===== src/rtl/control_sequencer.sv =====
// SAP control sequencer: T1..T6 ring counter clocked on the falling edge,
// with the control word decoded combinationally from T-state, opcode and flags.
module control_sequencer #(
    parameter bit SKIP_IDLE = 1'b0
) (
    input  logic       CLOCK,
    input  logic       RESET,
    input  logic [3:0] IR_OPCODE,
    input  logic       FLAG_C,
    input  logic       FLAG_Z,
    output logic       PC_INC,
    output logic       _JMP,
    output logic       _EN_PC_OUT,
    output logic       _LOAD_MAR,
    output logic       _EN_RAM_OUT,
    output logic       _WE_RAM,
    output logic       _LOAD_IR,
    output logic       _EN_IR_OUT,
    output logic       _LOAD_A,
    output logic       _EN_A_OUT,
    output logic       _LOAD_B,
    output logic       _EN_ALU_OUT,
    output logic       SUB,
    output logic       _LOAD_FLAGS,
    output logic       _LOAD_OUT,
    output logic       HALT,
    output logic [2:0] T_STATE
);

    typedef enum logic [2:0] {
        T1 = 3'd1, T2 = 3'd2, T3 = 3'd3, T4 = 3'd4, T5 = 3'd5, T6 = 3'd6
    } t_state_e;

    typedef enum logic [3:0] {
        OP_LDA = 4'h0, OP_ADD = 4'h1, OP_SUB = 4'h2, OP_STA = 4'h3,
        OP_LDI = 4'h4, OP_JMP = 4'h5, OP_JC  = 4'h6, OP_JZ  = 4'h7,
        OP_OUT = 4'hE, OP_HLT = 4'hF
    } opcode_e;

    t_state_e state;
    t_state_e last_t;
    logic     halt_q;

    logic pc_inc, jmp, en_pc, ld_mar, en_ram, we_ram, ld_ir, en_ir;
    logic ld_a, en_a, ld_b, en_alu, sub, ld_flags, ld_out;

    always_comb begin
        last_t = T6;
        if (SKIP_IDLE) begin
            case (opcode_e'(IR_OPCODE))
                OP_LDI, OP_JMP, OP_JC, OP_JZ, OP_OUT, OP_HLT: last_t = T4;
                OP_LDA, OP_STA:                               last_t = T5;
                OP_ADD, OP_SUB:                               last_t = T6;
                default:                                      last_t = T3;
            endcase
        end
    end

    // HLT is caught on the T3->T4 edge so the halt flag and T4 appear together.
    always_ff @(negedge CLOCK or posedge RESET) begin
        if (RESET) begin
            state  <= T1;
            halt_q <= 1'b0;
        end else if (!halt_q) begin
            if (state == T3 && IR_OPCODE == OP_HLT) begin
                state  <= T4;
                halt_q <= 1'b1;
            end else if (state >= last_t) begin
                state <= T1;
            end else begin
                state <= t_state_e'(state + 3'd1);
            end
        end
    end

    always_comb begin
        pc_inc = 1'b0; jmp  = 1'b0; en_pc  = 1'b0; ld_mar   = 1'b0;
        en_ram = 1'b0; we_ram = 1'b0; ld_ir = 1'b0; en_ir   = 1'b0;
        ld_a   = 1'b0; en_a = 1'b0; ld_b   = 1'b0; en_alu   = 1'b0;
        sub    = 1'b0; ld_flags = 1'b0; ld_out = 1'b0;
        if (!RESET && !halt_q) begin
            case (state)
                T1: begin en_pc = 1'b1; ld_mar = 1'b1; end
                T2: pc_inc = 1'b1;
                T3: begin en_ram = 1'b1; ld_ir = 1'b1; end
                T4: begin
                    case (opcode_e'(IR_OPCODE))
                        OP_LDA, OP_ADD, OP_SUB, OP_STA: begin en_ir = 1'b1; ld_mar = 1'b1; end
                        OP_LDI: begin en_ir = 1'b1; ld_a = 1'b1; end
                        OP_JMP: begin en_ir = 1'b1; jmp = 1'b1; end
                        OP_JC:  begin en_ir = FLAG_C; jmp = FLAG_C; end
                        OP_JZ:  begin en_ir = FLAG_Z; jmp = FLAG_Z; end
                        OP_OUT: begin en_a = 1'b1; ld_out = 1'b1; end
                        default: ;
                    endcase
                end
                T5: begin
                    case (opcode_e'(IR_OPCODE))
                        OP_LDA:         begin en_ram = 1'b1; ld_a = 1'b1; end
                        OP_ADD, OP_SUB: begin en_ram = 1'b1; ld_b = 1'b1; end
                        OP_STA:         begin en_a = 1'b1; we_ram = 1'b1; end
                        default: ;
                    endcase
                end
                T6: begin
                    if (IR_OPCODE == OP_ADD || IR_OPCODE == OP_SUB) begin
                        en_alu   = 1'b1;
                        ld_a     = 1'b1;
                        ld_flags = 1'b1;
                        sub      = (IR_OPCODE == OP_SUB);
                    end
                end
                default: ;
            endcase
        end
    end

    assign PC_INC      = pc_inc;
    assign _JMP        = ~jmp;
    assign _EN_PC_OUT  = ~en_pc;
    assign _LOAD_MAR   = ~ld_mar;
    assign _EN_RAM_OUT = ~en_ram;
    assign _WE_RAM     = ~we_ram;
    assign _LOAD_IR    = ~ld_ir;
    assign _EN_IR_OUT  = ~en_ir;
    assign _LOAD_A     = ~ld_a;
    assign _EN_A_OUT   = ~en_a;
    assign _LOAD_B     = ~ld_b;
    assign _EN_ALU_OUT = ~en_alu;
    assign SUB         = sub;
    assign _LOAD_FLAGS = ~ld_flags;
    assign _LOAD_OUT   = ~ld_out;
    assign HALT        = halt_q;
    assign T_STATE     = state;

endmodule


===== config.mk =====
export PLATFORM = sky130hd
export DESIGN_NAME = control_sequencer
export DESIGN_NICKNAME = d
export VERILOG_FILES = /design/src/rtl/control_sequencer.sv
export SDC_FILE = /design/constraint.sdc
export NUM_CORES = 1
export LEC_CHECK = 0
export CORE_AREA = 3 3 40 42
export CTS_BUF_LIST = sky130_fd_sc_hd__clkbuf_4 sky130_fd_sc_hd__clkbuf_8
export CTS_CLUSTER_SIZE = 20
export DETAILED_ROUTE_END_ITERATION = 12
export DIE_AREA = 0 0 43 45
export GPL_TIMING_DRIVEN = 0
export MAX_ROUTING_LAYER = met4
export PLACE_DENSITY = 0.82
export SYNTH_ARGS = -nofsm -noshare
export SYNTH_HDL_FRONTEND = slang
export SYNTH_SLANG_ARGS = --single-unit

===== constraint.sdc =====
create_clock -name CLOCK -period 2.6 [get_ports CLOCK]
set_clock_uncertainty 0.2 [all_clocks]
set_input_delay 0.78 -clock CLOCK [delete_from_list [all_inputs] [get_ports CLOCK]]
set_output_delay 0.78 -clock CLOCK [all_outputs]
set_load 0.01 [all_outputs]

# After elaboration in Yosys (flattened, before gate mapping)
# Cells that the tools add are included.
[word_totals] regBits=4 out_inout_bits=19
[classes] addsub=1 order_cmp=1 eq_ne=15 muxes=43 n_bitwise=12 n_reduce_logical=10
[op_table] operator="$mux W1" count=35
[op_table] operator="$eq A4 B3 Y1 const B" count=4
[op_table] operator="$not A1 Y1" count=12
[op_table] operator="$eq A3 B3 Y1 const B" count=3
[op_table] operator="$pmux W1 S3" count=3
[op_table] operator="$eq A4 B2 Y1 const B" count=2
[op_table] operator="$eq A4 B4 Y1 const B" count=2
[op_table] operator="$eq A3 B2 Y1 const B" count=2
[op_table] operator="$mux W3" count=2
[op_table] operator="$pmux W1 S2" count=3
[op_table] operator="$reduce_or A6 Y1" count=1
[op_table] operator="$eq A4 B1 Y1 const B" count=1
[op_table] operator="$logic_not A4 Y1" count=1
[op_table] operator="$reduce_or A4 Y1" count=1
[op_table] operator="$add A3 B1 Y3 const B" count=1
[op_table] operator="$eq A3 B1 Y1 const B" count=1
[op_table] operator="$ge A3 B3 Y1 const B" count=1
[op_table] operator="$reduce_or A3 Y1" count=1
[op_table] operator="$logic_and A1 B1 Y1" count=2
[op_table] operator="$logic_not A1 Y1" count=2
[op_table] operator="$reduce_or A2 Y1" count=1
[op_table] operator="$logic_or A1 B1 Y1" count=1

# Logic depth before layout (Yosys ltp)
# Gate-level depths: netlist of run 1.
[depth] ltp_word=6 ltp_mapped=6 depth_no_buf=5

==> results by group, run 1 <==
Run status
  • Status: finished, violations left
  • Failing checks: negative setup slack

Setup path
  • Startpoint types: register
  • CP Class: register to output pin
  • Register-to-Register Path Depth: 7
  • Top Family by Delay on Critical Path: flip-flops
  • Slowest stage cell, crit path: dfstp_2
  • Worst r2r dst: T_STATE[1]
  • Worst reg2reg path startpoint: T_STATE[0]
  • R2R Setup Slk: 530 ps
  • CP cell instances: inv_2 > ha_4 > mux2_4 > a32oi_2 > or3_4 > buf_6
  • Crit path DAT: 3120 ps
  • CP Capture Type: output pin
  • Required time worst endpoint: 1620 ps
  • Maximum fanout along the worst path: 4
  • Buf+Inv Stages, Crit Path: 2
  • CP max stage delay: 580 ps

Synth
  • Xor and xnor area share after synthesis: 1.69%
  • Post-synthesis mux area share: 2.17%
  • Compound-gate portion of the synthesized area: 16.2%
  • Synthesis Warnings: 0
  • Unique masters post-synth: 33
  • Post-Synth Adder-Cell Area: 12.1%
  • Mapped Cells: 64
  • Synth Cell Area: 518 um^2
  • Post-Syn Nets: 77
  • Synthesized area per cell: 8.09 um^2
  • Post-synthesis sequential area ratio: 19.6%
  • Largest family of logic cells by synthesized area: simple AND/OR/NAND/NOR gates
  • Seq cells post-synth: 4
  • Simple-gate share of the synthesized area: 37.4%

Power and ir drop
  • Leakage: 0.531 nW
  • Switching Fraction: 43.9%
  • NetSw: 0.562 mW
  • Sequential share of power: 11.3%
  • Max VDD drop: 0.808 mV
  • Combinational Power Share: 79.4%
  • Clock group share of total power: 9.3%
  • Design Power: 1.28 mW
  • PwrDens: 1060 nW/um^2
  • Pint: 0.720 mW

Clocking
  • Clock-pin slew on the worst setup and hold paths: 50 ps
  • Clk_lat worst skew: 320 ps
  • TritonCTS Buffers: 3
  • Cts hold-fix bufs: 0
  • Clk buf depth: 2
  • CTS tree: done
  • Clk root buf: clkbuf_4
  • H-Tree Depth: 1
  • TritonCTS Sinks: 4

Die
  • Die area: 1940 um^2
  • Die width: 43 um
  • Number of I/O pins: 27
  • Core box area: 1280 um^2
  • Rows: 13
  • Initial core utilization: 40.3%
  • Die Ht: 45 um

STA
  • Final Setup Violations: 23
  • Setup_tns: -23150 ps
  • RSZ-0062 raised after global routing: true
  • Worst Tran Pin Value: 477 ps
  • Setup ws final: -1500 ps
  • Rel. slew slack: 68.1%
  • Slew Limit Fails: 0
  • Endpoints failing hold: 0

Job
  • Max-Cap Viols: 0

Placed design
  • Port Buffer Count: 24
  • RePlAce Congestion: 0.722
  • Post-DP HPWL: 1.14 mm
  • DP Cell Count: 103

Detailed routing
  • Final wirelength: 2.99 mm
  • Via count: 792
  • DR iter-0 viols: 37
  • Initial DRT Pass Iterations: 6
  • Wirelength per Cell: 23.0 um
  • ANT nets after route: 0
  • Drc violations: 0
  • Via density: 6.09

Cells and area
  • Finished Layout Cells: 130
  • ANT cells: 0
  • Synthesis-to-layout area growth: 134%
  • Ratio of cells with drive above 1 in the final layout: 71.3%
  • Nets: 129

Min path
  • Hold Startpoint: T_STATE[1]
  • Hold path cells: 3
  • Worst Hold Class: register to register
  • Hold-critical path endpoint: T_STATE[1]

Global route
  • GRT Overall Usage: 26.4%
  • Initial antenna violation count: 0
  • First-pass GRT wire length: 3.55 mm
  • Vias in the first global route: 731
  • Total global routing overflow: 0
  • Largest net degree at the start of global routing: 11
metrics by stage:
step	setup slack (ps)	hold WS [ps]	util, %	cell area [um^2]
4_1_cts	-1460	458	89.2	1150
3_5_place_dp	-1740	387	66.7	857
6_report	-1500	503	94.3	1210
3_3_place_gp	-1680	367	66.7	857
2_1_floorplan	-1150	354	-	598
5_1_grt	-1560	544	94.3	1210
tightest hold or removal path: stages, from the launching register on:
cell and delay (ps):
dfrtn_1 370, inv_2 110, ha_4 140, a32o_1 160
sequential cells by signal, summed over array words and instances, names as in the netlist:
name and flops:
T_STATE 3, HALT 1
routing by layer:
layer	part of all wire [%]	vias to the layer above	global-route usage [%]	routed length [um]
li1	-	331	-	-
met5	0	-	-	0
met1	39	402	29.5	1160
met3	7.4	8	5.58	220
met4	2.6	0	19.3	77
met2	51	51	41.6	1530
cell usage after synthesis (all sizes together):
master	count	area share, %
and3	4	5.1
and2	1	1.4
o21a	1	1.4
a22oi	1	1.4
dfstp	1	5.1
nand3	4	3.9
a32o	1	1.9
a32oi	1	1.7
nand2	8	5.8
o2bb2ai	1	1.7
buf	3	5.1
and4b	1	1.9
or2	1	1.2
ha	5	12
nor2	1	0.72
nand2b	3	3.6
a211o	1	1.7
inv	7	5.1
nor4b	1	1.7
nand4	4	4.8
or3	1	1.2
a31oi	1	1.2
mux2	1	2.2
and2b	1	1.4
a22o	2	3.4
nor3b	1	3.6
nor3	1	0.97
clkbuf	1	0.72
o221ai	1	1.7
dfrtn	3	14
xor2	1	1.7
repair_timing:
| item | 4_1_cts | 5_1_grt |
|---|---|---|
| buffers inserted | 19 | 7 |
| pin swaps | 11 | 7 |
| setup endpoints to repair | 23 | 23 |
| gates resized for setup | 127 | 11 |
placed cells by master (no fill, tap or decap), types with 2 or more instances in the layout:
cell type,n
dfrtn_1,3
clkbuf_4,4
buf_6,26
inv_1,4
nand2b_1,3
nand2_1,5
nand3_2,2
and3_4,3
ha_4,5
nand3_4,2
nand2_2,3
a22o_1,2
nand4_1,4
inv_2,3
buf_4,15
clkdlybuf4s50_1,3
buf_2,4
how the worst max path moves through the flow:
| stage | start | to | slack [ps] | cells after the start |
|---|---|---|---|---|
| CTS | T_STATE[0] | _LOAD_A | -1460 | 5 |
| detailed placement | T_STATE[1] | _LOAD_A | -1740 | 7 |
| global placement | T_STATE[1] | _LOAD_A | -1680 | 7 |
| floorplan | T_STATE[1] | _LOAD_A | -1150 | 6 |
| finish | T_STATE[0] | _LOAD_A | -1500 | 6 |
| global route | T_STATE[0] | _LOAD_A | -1560 | 6 |
logic make-up (layout without fill, tap and decap cells):
| logic type | after synthesis | in the layout |
|---|---|---|
| muxes | 1 | 1 |
| AOI/OAI and AO/OA | 10 | 10 |
| DFF | 4 | 4 |
| buffers and inverters | 11 | 62 |
| xor gates and xnor gates | 1 | 1 |
| adders and majority gates | 5 | 5 |
| and+or+nand+nor | 32 | 32 |
power groups by stage:
stage	clock (mW)	sequential, mW	combinational, mW
global route	0.126	0.150	1.06
detailed placement	0.00481	0.167	0.458
global placement	0.00481	0.163	0.448
floorplan	0.00481	0.168	0.286
finish	0.119	0.145	1.02
CTS	0.109	0.145	0.831
final cells by class:
type	count	area, um^2
clock inverters	1	3.75
repair buffers	48	462
multi-input cells	49	539
well taps	15	18.8
inverters	6	22.5
plain buffers	3	33.8
fillers	35	73.8
flip-flops and latches	4	101
clock buffers	4	30.0
Power figures use the tool's default switching activity.
==> run 2: changes to the inputs <==
TNS_END_PERCENT = 20   (was default)
==> run 2 against run 1 <==
Effect of this change:
- the run still ends with negative setup slack left
- clock power fell by 15%
- setup slack improved by 43 ps
- utilization fell by 18 points
- count of clock-buffer cells in the layout did not move
- highest routed layer unchanged
==> results by group, run 2 (synthesis gave the netlist of run 1 again) <==
Cells and area
  • ANT cells: 0 (unchanged)
  • Most frequent cells in the layout: buf_6 (12), buf_4 (9), buf_2 (9)
  • Ratio of cells with drive above 1 in the final layout: 54.9% (-16 points)
  • Nets: 116 (-10%)
  • Final Util: 75.9% (-18 points)
  • Cell area after layout: 975 um^2 (-20%)
  • Finished Layout Cells: 117 (-10%)
  • Synthesis-to-layout area growth: 88.2%
  • Max reg flops: 3 (unchanged)
  • Commonest non-fill, non-tap cell in the layout: buf_6

Power and ir drop
  • Sequential share of power: 17.2% (+5.9 points)
  • NetSw: 0.378 mW (-33%)
  • Design Power: 0.898 mW (-30%)
  • Combinational Power Share: 71.6% (-7.8 points)
  • Switching Fraction: 42.1% (-1.7 points)
  • Max VDD drop: 0.682 mV (-16%)
  • Leakage: 0.435 nW (-18%)
  • Pint: 0.520 mW (-28%)
  • PwrDens: 921 nW/um^2 (-13%)
  • Clock group share of total power: 11.2% (+1.9 points)

Placed design
  • Post-DP HPWL: 1.06 mm (-7.0%)
  • Placement Cell Area: 816 um^2 (-4.8%)
  • Port Buffer Count: 24 (unchanged)
  • DP Worst Slack: -1750 ps (-10.8 ps)
  • RePlAce Congestion: 0.712 (-1.4%)
  • DP Cell Count: 103 (unchanged)

Clocking
  • TritonCTS Sinks: 4 (unchanged)
  • CTS tree: done
  • TritonCTS Buffers: 3 (unchanged)
  • H-Tree Depth: 1 (unchanged)
  • Clk root buf: clkbuf_4
  • Clock-pin slew on the worst setup and hold paths: 30 ps (-20 ps)
  • Clk buf depth: 2 (unchanged)
  • Clk_lat worst skew: 290 ps (-30 ps)

Die
  • Number of I/O pins: 27 (unchanged)
  • Rows: 13 (unchanged)
  • Die Ht: 45 um (unchanged)
  • Die width: 43 um (unchanged)
  • Die area: 1940 um^2 (unchanged)
  • Core box area: 1280 um^2 (unchanged)
  • Initial core utilization: 40.3% (unchanged)

Setup path
  • Maximum fanout along the worst path: 4 (unchanged)
  • Startpoint types: register
  • CP Class: register to output pin
  • Register-to-Register Path Depth: 7 (unchanged)
  • Required time worst endpoint: 1620 ps (about the same)
  • Crit path DAT: 3070 ps (-50 ps)
  • CP Capture Type: output pin

STA
  • Setup_tns: -22930 ps (+215 ps)
  • Setup ws final: -1450 ps (+43.5 ps)
  • Worst Tran Pin Value: 390 ps (-87.7 ps)
  • Rel. slew slack: 73.9% (+5.9 points)
  • Slew Limit Fails: 0 (unchanged)
  • Final Setup Violations: 23 (unchanged)
  • RSZ-0062 raised after global routing: true
  • Endpoints failing hold: 0 (unchanged)
  • Worst hold margin: 388 ps (-116 ps)

Global route
  • Initial antenna violation count: 0 (unchanged)
  • GRT Overall Usage: 20.2% (-6.2 points)
  • Largest net degree at the start of global routing: 11 (unchanged)
  • Vias in the first global route: 645 (-12%)
  • First-pass GRT wire length: 2.89 mm (-19%)
  • Total global routing overflow: 0 (unchanged)

Run status
  • Failing checks: negative setup slack
  • Status: finished, violations left

Detailed routing
  • Drc violations: 0 (unchanged)
  • ANT nets after route: 0 (unchanged)
  • DR iter-0 viols: 7 (-81%)
  • Via density: 5.56 (-8.8%)
  • Initial DRT Pass Iterations: 4 (-2)
  • Wirelength per Cell: 14.5 um (-37%)
  • Via count: 650 (-18%)
  • Final wirelength: 1.70 mm (-43%)

Min path
  • Worst Hold Class: register to register
  • Hold path cells: 1 (-2)

Job
  • Max-Cap Viols: 0 (unchanged)
==> run 2: cell count changes in the layout (fill, tap and decap cells not counted), sizes merged <==
cell,delta
dlygate4sd2,+4
buf,-17
clkdlybuf4s15,+1
clkbuf,-1
==> run 2: metal layers <==
metal	global-route usage, %	up-vias	share of wire [%]
li1	-	311	-
met1	21.8	310	40
met2	35.0	25	52
met3	4.78	4	5.6
met4	9.64	0	2.5
met5	-	-	0
==> run 2: area by class of cell <==
| class | instances | area (um^2) |
|---|---|---|
| timing repair buffer | 35 | 294 |
| sequential | 4 | 101 |
| multi-input combinational | 49 | 474 |
| clock inverter | 1 | 3.75 |
| fill | 97 | 310 |
| inverter | 6 | 22.5 |
| clock buffer | 4 | 30.0 |
| tap | 15 | 18.8 |
| buffer | 3 | 30.0 |
==> run 2: critical path, cell delays in order (launching register included) <==
cell	delay [ps]
dfstp_2	560
inv_2	70
ha_4	170
mux2_4	260
a32oi_2	180
or3_4	160
buf_6	90
==> run 2: repair_timing <==
action                     4_1_cts  5_1_grt
pin swaps                        4        5
setup endpoints to repair       23       23
setup buffers                   10        2
hold buffers                     0        0
resized for setup               79       17
hold endpoints to repair         0        0
==> run 2: worst paths after layout <==
kind / endpoint / slack [ps] / from
max: _LOAD_A / -1450 / T_STATE[0]
min: T_STATE[2] / 390 / HALT
max reg2reg: T_STATE[1] / 510 / T_STATE[0]
min reg2reg: T_STATE[2] / 390 / HALT
max in group asynchronous: T_STATE[0] / 90 / RESET
min in group asynchronous: T_STATE[1] / 1810 / RESET
==> run 2: power groups by stage <==
stage	Sequential (mW)	Combinational [mW]	Clock, mW
floorplan	0.163	0.270	0.00481
global placement	0.159	0.430	0.00481
detailed placement	0.159	0.438	0.00481
CTS	0.148	0.578	0.103
global route	0.159	0.701	0.107
finish	0.155	0.642	0.101
